## config.mk

```make
export PLATFORM = sky130hd
export DESIGN_NAME = bbus_sink
export DESIGN_NICKNAME = d
export VERILOG_FILES = /design/src/rtl/bbus_pkg.sv /design/src/rtl/bbus_out_fifo.sv /design/src/rtl/bbus_sink.sv
export SDC_FILE = /design/constraint.sdc
export NUM_CORES = 1
export LEC_CHECK = 0
export ABC_CLOCK_PERIOD_IN_PS = 2600
export CAP_MARGIN = 20
export CORE_UTILIZATION = 30
export CTS_CLUSTER_SIZE = 30
export DETAILED_ROUTE_END_ITERATION = 6
export PLACE_DENSITY = 0.53
export REMOVE_ABC_BUFFERS = 1
export SLEW_MARGIN = 0
export SYNTH_ARGS = -nofsm -noshare
export SYNTH_HDL_FRONTEND = slang
export SYNTH_HIERARCHICAL = 1
export SYNTH_SLANG_ARGS = --single-unit
```

## constraint.sdc

```tcl
create_clock -name clk -period 2.6 [get_ports clk]
set_clock_uncertainty 0.05 [all_clocks]
set_input_delay 0.39 -clock clk [delete_from_list [all_inputs] [get_ports clk]]
set_output_delay 0.39 -clock clk [all_outputs]
set_load 0.005 [all_outputs]
```

## src/rtl/bbus_pkg.sv

```systemverilog
// Shared definitions for the B-bus destination logic.
package bbus_pkg;

   // Default data width of the B-bus and the registers it loads.
   localparam int BUS_W_DEFAULT = 8;

   // Destination select encoding carried on d_sel.
   typedef enum logic [1:0] {
      DST_NONE = 2'b00,
      DST_A    = 2'b01,
      DST_B    = 2'b10,
      DST_EXT  = 2'b11
   } dsel_t;

endpackage : bbus_pkg

```

## src/rtl/bbus_out_fifo.sv

```systemverilog
// Output FIFO for the external B-bus destination. The head is read straight
// from storage; a push into a full FIFO is accepted only if a pop frees a
// slot in the same cycle, otherwise it is dropped and reported on `drop`.
module bbus_out_fifo #(
   parameter int BUS_W = 8,
   parameter int DEPTH = 4
) (
   input  logic             clk,
   input  logic             rst,
   input  logic             push,
   input  logic [BUS_W-1:0] push_data,
   input  logic             pop,
   output logic [BUS_W-1:0] head,
   output logic             empty,
   output logic             full,
   output logic             drop
);

   localparam int PTR_W = $clog2(DEPTH);
   localparam int CNT_W = PTR_W + 1;

   logic [BUS_W-1:0] mem_q [DEPTH];
   logic [BUS_W-1:0] mem_d [DEPTH];
   logic [PTR_W-1:0] wr_ptr_q, wr_ptr_d;
   logic [PTR_W-1:0] rd_ptr_q, rd_ptr_d;
   logic [CNT_W-1:0] count_q, count_d;
   logic             do_push;
   logic             do_pop;

   assign empty = (count_q == '0);
   assign full  = (count_q == CNT_W'(DEPTH));
   assign head  = mem_q[rd_ptr_q];

   // Next-state for storage, pointers and occupancy count.
   always_comb begin
      // NOTE: every signal gets a default before any condition so no path leaves it unassigned (no latch).
      mem_d    = mem_q;
      wr_ptr_d = wr_ptr_q;
      rd_ptr_d = rd_ptr_q;
      count_d  = count_q;
      drop     = 1'b0;

      do_pop  = pop && !empty;
      do_push = push && (!full || do_pop);
      drop    = push && full && !do_pop;

      if (do_push) begin
         mem_d[wr_ptr_q] = push_data;
         wr_ptr_d        = wr_ptr_q + PTR_W'(1);
      end
      if (do_pop) begin
         rd_ptr_d = rd_ptr_q + PTR_W'(1);
      end

      case ({do_push, do_pop})
         2'b10:   count_d = count_q + CNT_W'(1);
         2'b01:   count_d = count_q - CNT_W'(1);
         default: count_d = count_q;
      endcase
   end

   // State registers with synchronous reset.
   always_ff @(posedge clk) begin
      // NOTE: sequential state uses non-blocking assignments so all flops update from pre-edge values.
      if (rst) begin
         wr_ptr_q <= '0;
         rd_ptr_q <= '0;
         count_q  <= '0;
         // NOTE: storage is cleared on reset so the stale head seen while empty is a defined 0.
         for (int i = 0; i < DEPTH; i++) begin
            mem_q[i] <= '0;
         end
      end else begin
         wr_ptr_q <= wr_ptr_d;
         rd_ptr_q <= rd_ptr_d;
         count_q  <= count_d;
         mem_q    <= mem_d;
      end
   end

endmodule : bbus_out_fifo

```

## src/rtl/bbus_sink.sv

```systemverilog
// Destination end of the B-bus: decodes d_sel/d_load into loads of the A and
// B registers or a push into the external output FIFO, and keeps a sticky
// overflow flag for pushes the FIFO had to drop.
module bbus_sink
   import bbus_pkg::*;
#(
   parameter int BUS_W = bbus_pkg::BUS_W_DEFAULT,
   parameter int DEPTH = 4
) (
   input  logic             clk,
   input  logic             rst,
   input  logic [BUS_W-1:0] b_bus,
   input  logic [1:0]       d_sel,
   input  logic             d_load,
   output logic [BUS_W-1:0] a_reg,
   output logic [BUS_W-1:0] b_reg,
   output logic [BUS_W-1:0] out_data,
   output logic             out_valid,
   input  logic             out_ready,
   output logic             fifo_full,
   output logic             overflow,
   input  logic             clr_ovf
);

   dsel_t            dsel;
   logic             load_a;
   logic             load_b;
   logic             push_ext;
   logic             fifo_empty;
   logic             fifo_drop;
   logic [BUS_W-1:0] a_q, a_d;
   logic [BUS_W-1:0] b_q, b_d;
   logic             ovf_q, ovf_d;

   assign dsel     = dsel_t'(d_sel);
   assign load_a   = d_load && (dsel == DST_A);
   assign load_b   = d_load && (dsel == DST_B);
   assign push_ext = d_load && (dsel == DST_EXT);

   bbus_out_fifo #(
      .BUS_W (BUS_W),
      .DEPTH (DEPTH)
   ) u_fifo (
      .clk       (clk),
      .rst       (rst),
      .push      (push_ext),
      .push_data (b_bus),
      .pop       (out_ready),
      .head      (out_data),
      .empty     (fifo_empty),
      .full      (fifo_full),
      .drop      (fifo_drop)
   );

   assign out_valid = !fifo_empty;
   assign a_reg     = a_q;
   assign b_reg     = b_q;
   assign overflow  = ovf_q;

   // Register loads and overflow flag; a drop in the same cycle beats clr_ovf.
   always_comb begin
      a_d   = load_a ? b_bus : a_q;
      b_d   = load_b ? b_bus : b_q;
      ovf_d = ovf_q;
      if (fifo_drop) begin
         ovf_d = 1'b1;
      end else if (clr_ovf) begin
         ovf_d = 1'b0;
      end
   end

   // A/B registers and sticky overflow with synchronous reset.
   always_ff @(posedge clk) begin
      if (rst) begin
         a_q   <= '0;
         b_q   <= '0;
         ovf_q <= 1'b0;
      end else begin
         a_q   <= a_d;
         b_q   <= b_d;
         ovf_q <= ovf_d;
      end
   end

endmodule : bbus_sink
```

==> results of run 1 <==
stage by stage:
step / setup WS, ns / utilization / hold slack (ns) / total power [mW]
after floorplan: -0.00879 / - / 0.395 / 1.12
after global placement: -0.236 / 0.384 / 0.405 / 1.30
after detailed placement: -0.268 / 0.384 / 0.414 / 1.30
after CTS: 0.0461 / 0.399 / 0.431 / 1.92
after global routing: -0.0247 / 0.400 / 0.446 / 2.00
final: 0.0351 / 0.400 / 0.425 / 1.90
cell type report:
cell class              instances  area [µm²]  area share
clock buffers                   7        96.3      0.0287
clock inverters                 1        30.0     0.00895
inverters                      10        37.5      0.0112
multi-input cells             166        1420       0.424
flip-flops and latches         56        1120       0.334
well taps                     105         131      0.0391
repair buffers                 54         515       0.154
logic make-up (layout without fill, tap and decap cells):
kind of cell	Yosys count	after routing
buffers and inverters	24	72
adders and majority gates	6	6
muxes	56	56
DFF	56	56
and+or+nand+nor	92	92
xor gates and xnor gates	3	3
AOI/OAI and AO/OA	9	9
worst reg2reg max path: cells and delay by family, from the launching register on:
family / cells / cell delay [ns]
AND/OR/NAND/NOR: 3 / 1.02
buffers and inverters: 2 / 0.10
adder cells (fa/ha/maj): 2 / 0.51
XOR/XNOR: 1 / 0.15
AO/OA/AOI/OAI: 1 / 0.11
flip-flops: 1 / 0.40
final timing paths:
check | startpoint | end | slack (ns) | depth (start not counted)
min reg2reg | u_fifo/mem_q[16] | u_fifo/mem_q[16] | 0.42 | 2
max | out_ready | u_fifo/count_q[2] | 0.04 | 10
min | u_fifo/mem_q[16] | u_fifo/mem_q[16] | 0.42 | 2
max reg2reg | u_fifo/count_q[2] | u_fifo/count_q[2] | 0.19 | 9
where the power goes:
group	switching (mW)	total, mW	internal (mW)
Sequential	0.0338	0.925	0.891
Clock	0.280	0.621	0.340
Combinational	0.157	0.354	0.197
Total	0.471	1.90	1.43
layout by cell type (no fill, tap or decap), drive strengths merged, types with 5 or more instances in the layout:
cell type / n
buf: 14
clkbuf: 7
clkdlybuf4s50: 40
dfxtp: 56
ha: 5
inv: 10
mux2i: 48
mux4: 8
nand2b: 66
nand3: 5
nor2: 6
routing by layer:
metal	vias to the layer above	share of wire
met5	-	0
met4	0	0.0069
met3	2	0.030
met2	20	0.49
met1	882	0.47
li1	921	-
timing repair:
item,4_1_cts,5_1_grt
buffers inserted,0,0
hold endpoints to repair,0,0
endpoints found under the setup margin,0,1
resized for setup,0,2
==> results.toml, run 1 <==
[outcome]
status = "complete, no violations"

[cts]
clk_pin_slew_ns = 0.10
clock_sinks = 56
root_buffer = "clkbuf_8"
clockBufferDepth = 2
clk_latency_ns = 0.30
cts_tree = "built"
h-tree-depth = 2
hold_buffers = 0
numCtsBuffers = 5

[power]
power_leakage_nw = 1.39
ir_worst_vdd_mv = 0.251
power_density_mw_per_mm2 = 566

[critical_path]
arrival_ns = 2.76
end_kind = "register"
crit_top_cell = "inv_1"
cp.buffers_inverters = 3
critPathTopFamily = "simple AND/OR/NAND/NOR gates"
cp_slowest_cell = "or4b_4"
critPathKind = "in2reg"
cp_slowest_stage_delay_ns = 0.49
path_cells = "clkdlybuf4s50_1 > or4b_4 > and2_2 > inv_1 > ha_1 > inv_1 > fa_1 > xor2_1 > or3_1 > a21oi_2"
cp_max_fo = 2
critPathLaunchType = "primary input"
required_ns = 2.79

[floorplan]
dieArea_mm2 = 0.00924
die_w_um = 96.1
start_util = 0.317
core_mm2 = 0.00838
rows = 33
ios = 42
fp.dieH_um = 96.1

[sta]
timing.final.crit_share = 0.986
final-setup-viol-count = 0
hold_violations = 0
maxSlewHeadroom = 0.646
worst_pin_slew_ns = 0.531
maxSlewViolCount = 0
tns_ns = 0
fmax_ghz = 0.390
period_needed_ns = 2.56

[synth]
avgSynthCellArea_um2 = 10.8
synthMuxAreaShare = 0.248
synth_xor_area_frac = 0.00988
synth_compound_area_frac = 0.0188
synth_top_family_by_area = "multiplexers"
ys_seq_elements = 56
yosys.area_share.adder = 0.0311
yosysTopAreaCell = "dfxtp_1"
synth_top_area_share = 0.422
synth_area_mm2 = 0.00266
synth-edff-count = 0
synth.distinct_cells = 30
yosys-top-cells-area = "dfxtp_1 (42%), mux2i_1 (18%), nand2b_1 (16%)"
synthArstFlopShare = 0
ys_seq_area_frac = 0.422
post-synth-top-count-cell = "nand2b_1"
synth_commonest_cells = "nand2b_1 (66), dfxtp_1 (56), mux2i_1 (48)"
synth_cells = 246
synth_simple_gate_area_frac = 0.224
synth_ff_type = "dfxtp_1"
ys.warnings.count = 6

[global_routing]
antenna_found_initial = 0
grtUsageTotal = 0.129
grt_util_met2 = 0.226
use_met3 = 0.0292
grt.busiest_layer = "met2"
grt_start_max_net_pins = 39
use_met1 = 0.158
grt_first_pass_wirelength_um = 8960
grt_pass1_vias = 1822
overflow = 0

[routing]
first_pass_iters = 4
drc = 0
avgViaCountPerCell = 4.57
routed_wl_um = 5550
wl_per_cell_um = 13.9
drt_iter0_markers = 37
antenna_left = 0
via_count = 1825

[cells_and_area]
nFillCells = 833
area_delta_synth_final_pct = 26.2
layout.cells.non_filler = 399
antenna_cells = 0
fin_area_mm2 = 0.00336
largest_reg_flops = 32
drive_gt1_frac = 0.139
nNetsFinal = 314

[flow_run]
drv_cap = 0

[placement]
placed_cells = 391
dp_hpwl_um = 3830
io_buffers = 41
postPlaceCellArea_mm2 = 0.00322
place.gp.congestion = 0.726

[hold_path]
hold_path.class = "reg2reg"
No activity file was read; power rests on OpenSTA's default activity.
==> inputs of run 2 (changes only) <==
--- a/config.mk
+++ b/config.mk
@@ -7,10 +7,12 @@
 export LEC_CHECK = 0
 export ABC_CLOCK_PERIOD_IN_PS = 2600
 export CAP_MARGIN = 20
-export CORE_UTILIZATION = 30
+export CORE_UTILIZATION = 56
 export CTS_CLUSTER_SIZE = 30
 export DETAILED_ROUTE_END_ITERATION = 6
-export PLACE_DENSITY = 0.53
+export DONT_BUFFER_PORTS = 1
+export PLACE_DENSITY = 0.76
+export RECOVER_POWER = 100
 export REMOVE_ABC_BUFFERS = 1
 export SLEW_MARGIN = 0
 export SYNTH_ARGS = -nofsm -noshare
==> run 2 against run 1 <==
Against the previous run: wire length shrank 18%; critical path type is now reg2reg; critical path depth down 1; clock power decreased by 23%; count of clock-buffer cells in the layout is 2 lower; global-route usage grew 7.1 points; first-iteration DRC count rose by 84%; final area shrank 19%; register-to-register slack got worse by 0.09 ns.
==> results.toml, run 2 (synthesis gave the netlist of run 1 again) <==
[cts]
clk_pin_slew_ns = 0.09
numCtsBuffers = 5
root_buffer = "clkbuf_8"
clockBufferDepth = 2
clk_latency_ns = 0.30
cts_setup_buffers = 0
cts_tree = "built"
hold_buffers = 0
clock_sinks = 56
h-tree-depth = 2

[hold_path]
min_delay_worst_endpoint = "u_fifo/count_q[1]"
min_path_cells = 1
hold_start = "rst"
hold_path.class = "in2reg"

[global_routing]
grt_first_pass_wirelength_um = 7850
antenna_found_initial = 0
grtUsageTotal = 0.200
overflow = 0
grt_pass1_vias = 1646
grt_start_max_net_pins = 75

[placement]
io_buffers = 0
dp_hpwl_um = 3060
place.gp.congestion = 0.840

[floorplan]
dieArea_mm2 = 0.00503
rows = 24
ios = 42
core_mm2 = 0.00444
die_w_um = 70.9
start_util = 0.598
fp.dieH_um = 70.9

[sta]
timing.final.crit_share = 0.962
maxSlewViolCount = 0
tns_ns = 0
fmax_ghz = 0.400
worst_pin_slew_ns = 0.635
maxSlewHeadroom = 0.575
final-setup-viol-count = 0
period_needed_ns = 2.50
hold-worst-slack_ns = 0.108
rsz0062_at_grt = "no"
hold_violations = 0

[power]
power_leakage_nw = 1.16
finalPower_mw = 1.64
power_density_mw_per_mm2 = 601
ir_worst_vdd_mv = 0.428

[cells_and_area]
drive_gt1_frac = 0.0947
layout_common_cells = "nand2b_1 (66), dfxtp_1 (54), mux2i_1 (48)"
antenna_cells = 0
nFillCells = 376
final_util = 0.613
nNetsFinal = 263
area_delta_synth_final_pct = 2.45
largest_reg_flops = 32
final_common_cell = "nand2b_1"

[routing]
via_count = 1639
routed_wl_um = 4540
wl_per_cell_um = 15.4
drc = 0
drt_iter0_markers = 68
antenna_left = 0
avgViaCountPerCell = 5.56
first_pass_iters = 6

[critical_path]
critPathKind = "reg2reg"
end_kind = "register"
reg2reg_from = "u_fifo/count_q[1]"
cp_max_fo = 5
critPathLaunchType = "register"
required_ns = 2.79
rrSetupSlack_ns = 0.1
reg2reg_depth = 9
reg2reg_to = "u_fifo/count_q[2]"
cp-startpoint = "u_fifo/count_q[1]"
arrival_ns = 2.69

[outcome]
status = "complete, no violations"

[flow_run]
drv_cap = 0
run 2: changes by cell type in the layout (fill, tap and decap cells not counted), moves of 2 or more:
| cell | change |
|---|---|
| clkdlybuf4s50_1 | -40 |
| buf_4 | -11 |
| nand3_1 | +3 |
| nand3_2 | -3 |
| and3_1 | +2 |
| and3_4 | -2 |
| clkbuf_1 | +2 |
| clkbuf_8 | -2 |
| dfxtp_1 | -2 |
| dfxtp_2 | +2 |
run 2: worst max path at each step:
stage | end | slack [ns] | cells after the start
final | u_fifo/count_q[2] | 0.1 | 9
after global routing | u_fifo/count_q[2] | 0.01 | 9
after CTS | u_fifo/count_q[2] | 0.09 | 9
after detailed placement | u_fifo/count_q[2] | 0.11 | 9
after global placement | u_fifo/count_q[2] | 0.15 | 9
after floorplan | u_fifo/count_q[2] | -0.009 | 9
run 2: cell type report:
cell class / instances / area (µm²) / share of cell area
Clock inverter: 3 / 22.5 / 0.00827
Sequential cell: 56 / 1120 / 0.412
Clock buffer: 5 / 68.8 / 0.0253
Multi-Input combinational cell: 166 / 1390 / 0.511
Inverter: 10 / 37.5 / 0.0138
Timing Repair Buffer: 3 / 15.0 / 0.00551
Tap cell: 52 / 65.1 / 0.0239
run 2: per-layer routing:
layer	GRT usage	part of all wire	vias up
li1	-	-	824
met1	0.254	0.47	778
met2	0.335	0.47	33
met3	0.0598	0.055	4
met4	0.0533	0.0095	0
met5	0	0	-
run 2: repair_timing:
item                                   in CTS  in global routing
setup endpoints to repair                   0                  1
gates resized for setup                     0                  3
endpoints found under the hold margin       0                  0
run 2: through the flow:
stage | area (µm²) | cells | setup WS (ns)
floorplan | 2570 | 232 | -0.00879
global placement | 2660 | 287 | 0.152
detailed placement | 2660 | 287 | 0.113
CTS | 2750 | 295 | 0.0855
global route | 2720 | 295 | 0.0127
finish | 2720 | 295 | 0.0996
run 2: where the power goes:
| part | switching (mW) | internal [mW] |
|---|---|---|
| registers | 0.0256 | 0.892 |
| clock network | 0.284 | 0.194 |
| logic | 0.131 | 0.110 |
| total | 0.441 | 1.20 |
run 2: worst max-delay path, cell delays in order, from the launching register on:
cell	delay (ns)
dfxtp_2	0.35
or4b_4	0.51
and2_2	0.22
inv_1	0.06
ha_1	0.19
inv_1	0.07
fa_1	0.37
xor2_1	0.16
or3_1	0.32
a21oi_1	0.14
==> inputs of run 3 (changes only) <==
--- a/config.mk
+++ b/config.mk
@@ -7,11 +7,10 @@
 export LEC_CHECK = 0
 export ABC_CLOCK_PERIOD_IN_PS = 2600
 export CAP_MARGIN = 20
-export CORE_UTILIZATION = 56
+export CORE_UTILIZATION = 48
 export CTS_CLUSTER_SIZE = 30
 export DETAILED_ROUTE_END_ITERATION = 6
-export DONT_BUFFER_PORTS = 1
-export PLACE_DENSITY = 0.76
+export PLACE_DENSITY = 0.77
 export RECOVER_POWER = 100
 export REMOVE_ABC_BUFFERS = 1
 export SLEW_MARGIN = 0
==> run 3 against run 2 <==
Against the previous run: non-clock buffer count is 49 higher; wire length grew 11%; critical path depth is 1 higher; maximum frequency down 2.0%.
==> results.toml, run 3 (synthesis gave the netlist of run 1 again) <==
[sta]
tns_ns = 0
timing.final.crit_share = 0.981
rsz0062_at_grt = "yes"
worst_pin_slew_ns = 0.460
finalWorstSetupSlack_ns = 0.0489
maxSlewHeadroom = 0.692
maxSlewViolCount = 0
final-setup-viol-count = 0
period_needed_ns = 2.55
hold-worst-slack_ns = 0.424
fmax_ghz = 0.392
hold_violations = 0

[cells_and_area]
regArea_mm2 = 0.00112
drive_gt1_frac = 0.125
multi_input_area_mm2 = 0.00143
antenna_cells = 0
final_common_cell = "nand2b_1"
nFillCells = 454
largest_reg_flops = 32
nNetsFinal = 312
final_util = 0.624
layout_common_cells = "nand2b_1 (66), dfxtp_1 (55), mux2i_1 (48)"
area_delta_synth_final_pct = 22.1
fin_area_mm2 = 0.00325

[routing]
drc = 0
avgViaCountPerCell = 5.04
first_pass_iters = 4
drt_iter0_markers = 81
wl_per_cell_um = 14.1
antenna_left = 0
via_count = 1808
routed_wl_um = 5050

[floorplan]
start_util = 0.511
ios = 42
rows = 26
dieArea_mm2 = 0.00584
die_w_um = 76.4
fp.dieH_um = 76.4
core_mm2 = 0.00520

[placement]
pre_cts_ws_ns = -0.314
io_buffers = 41
dp_hpwl_um = 3520
postPlaceCellArea_mm2 = 0.00317
place.gp.congestion = 0.718

[cts]
h-tree-depth = 2
numCtsBuffers = 5
root_buffer = "clkbuf_8"
clk_latency_ns = 0.30
clk_pin_slew_ns = 0.09
cts_setup_buffers = 0
hold_buffers = 0
cts_tree = "built"
clock_sinks = 56
clockBufferDepth = 2

[critical_path]
path_cells = "clkdlybuf4s50_1 > or4b_4 > and2_4 > inv_1 > ha_2 > inv_1 > fa_2 > xor2_1 > or3_4 > a21oi_2"
cp_slowest_cell = "or4b_4"
rrSetupSlack_ns = 0.17
reg2reg_to = "u_fifo/count_q[2]"
critPathKind = "in2reg"
critPathCapture = "u_fifo/count_q[2]"
cp_slowest_stage_delay_ns = 0.50
required_ns = 2.78
arrival_ns = 2.74
end_kind = "register"
cp-startpoint = "out_ready"
critPathLaunchType = "primary input"
reg2reg_depth = 9
crit_top_cell = "inv_1"
cp_max_fo = 2
reg2reg_from = "u_fifo/count_q[1]"

[global_routing]
antenna_found_initial = 0
grt_start_max_net_pins = 75
grt_first_pass_wirelength_um = 8650
grt_pass1_vias = 1874
overflow = 0
grtUsageTotal = 0.186

[power]
power_density_mw_per_mm2 = 519
p_clk_frac = 0.251
power_leakage_nw = 1.38
switching_power_mw = 0.433
ir_worst_vdd_mv = 0.309
seq_power_share = 0.551
intPower_mw = 1.25
switching_share = 0.257
p_comb_frac = 0.198

[flow_run]
drv_cap = 0

[outcome]
status = "complete, no violations"

[hold_path]
hold_path.class = "reg2reg"
run 3: final cells by class:
type / count / area share
Multi-Input combinational cell: 166 / 0.441
Sequential cell: 56 / 0.346
Tap cell: 70 / 0.0270
Clock buffer: 5 / 0.0212
Inverter: 10 / 0.0116
Timing Repair Buffer: 52 / 0.153
run 3: worst min-delay path by stage:
stage                     start          endpoint  slack (ns)  depth (start not counted)
2_1_floorplan  u_fifo/mem_q[16]  u_fifo/mem_q[16]        0.39                          2
3_3_place_gp   u_fifo/mem_q[17]  u_fifo/mem_q[17]        0.41                          2
6_report               b_reg[4]          b_reg[4]        0.42                          2
4_1_cts                b_reg[3]          b_reg[3]        0.43                          2
5_1_grt                b_reg[5]          b_reg[5]        0.44                          2
3_5_place_dp           b_reg[4]          b_reg[4]        0.41                          2
run 3: power by group through the flow:
stage	Combinational (mW)	Sequential (mW)	Clock, mW
6_report	0.333	0.928	0.423
5_1_grt	0.365	0.935	0.473
4_1_cts	0.335	0.929	0.443
3_5_place_dp	0.332	0.948	0
3_3_place_gp	0.328	0.947	0
2_1_floorplan	0.168	0.948	0
run 3: timing repair:
item,in CTS,in global routing
pin swaps,0,2
endpoints found under the setup margin,1,8
gates resized for setup,1,6
run 3: through the flow:
stage | total power, mW | std cells
after floorplan | 1.12 | 232
after global placement | 1.28 | 354
after detailed placement | 1.28 | 354
after CTS | 1.71 | 359
after global routing | 1.77 | 359
final | 1.68 | 359
run 3: layer usage:
metal / vias to the layer above / GRT usage / part of all wire
met5: - / 0 / 0
met4: 0 / 0.0635 / 0.013
met3: 7 / 0.0323 / 0.021
met2: 23 / 0.332 / 0.50
met1: 864 / 0.223 / 0.47
li1: 914 / - / -
run 3: critical path: cells and delay by family:
family	cells	cell delay (ns)
buffers and inverters	3	0.52
AOI/OAI and AO/OA	1	0.13
xor gates and xnor gates	1	0.16
adders and majority gates	2	0.50
and+or+nand+nor	3	1.04
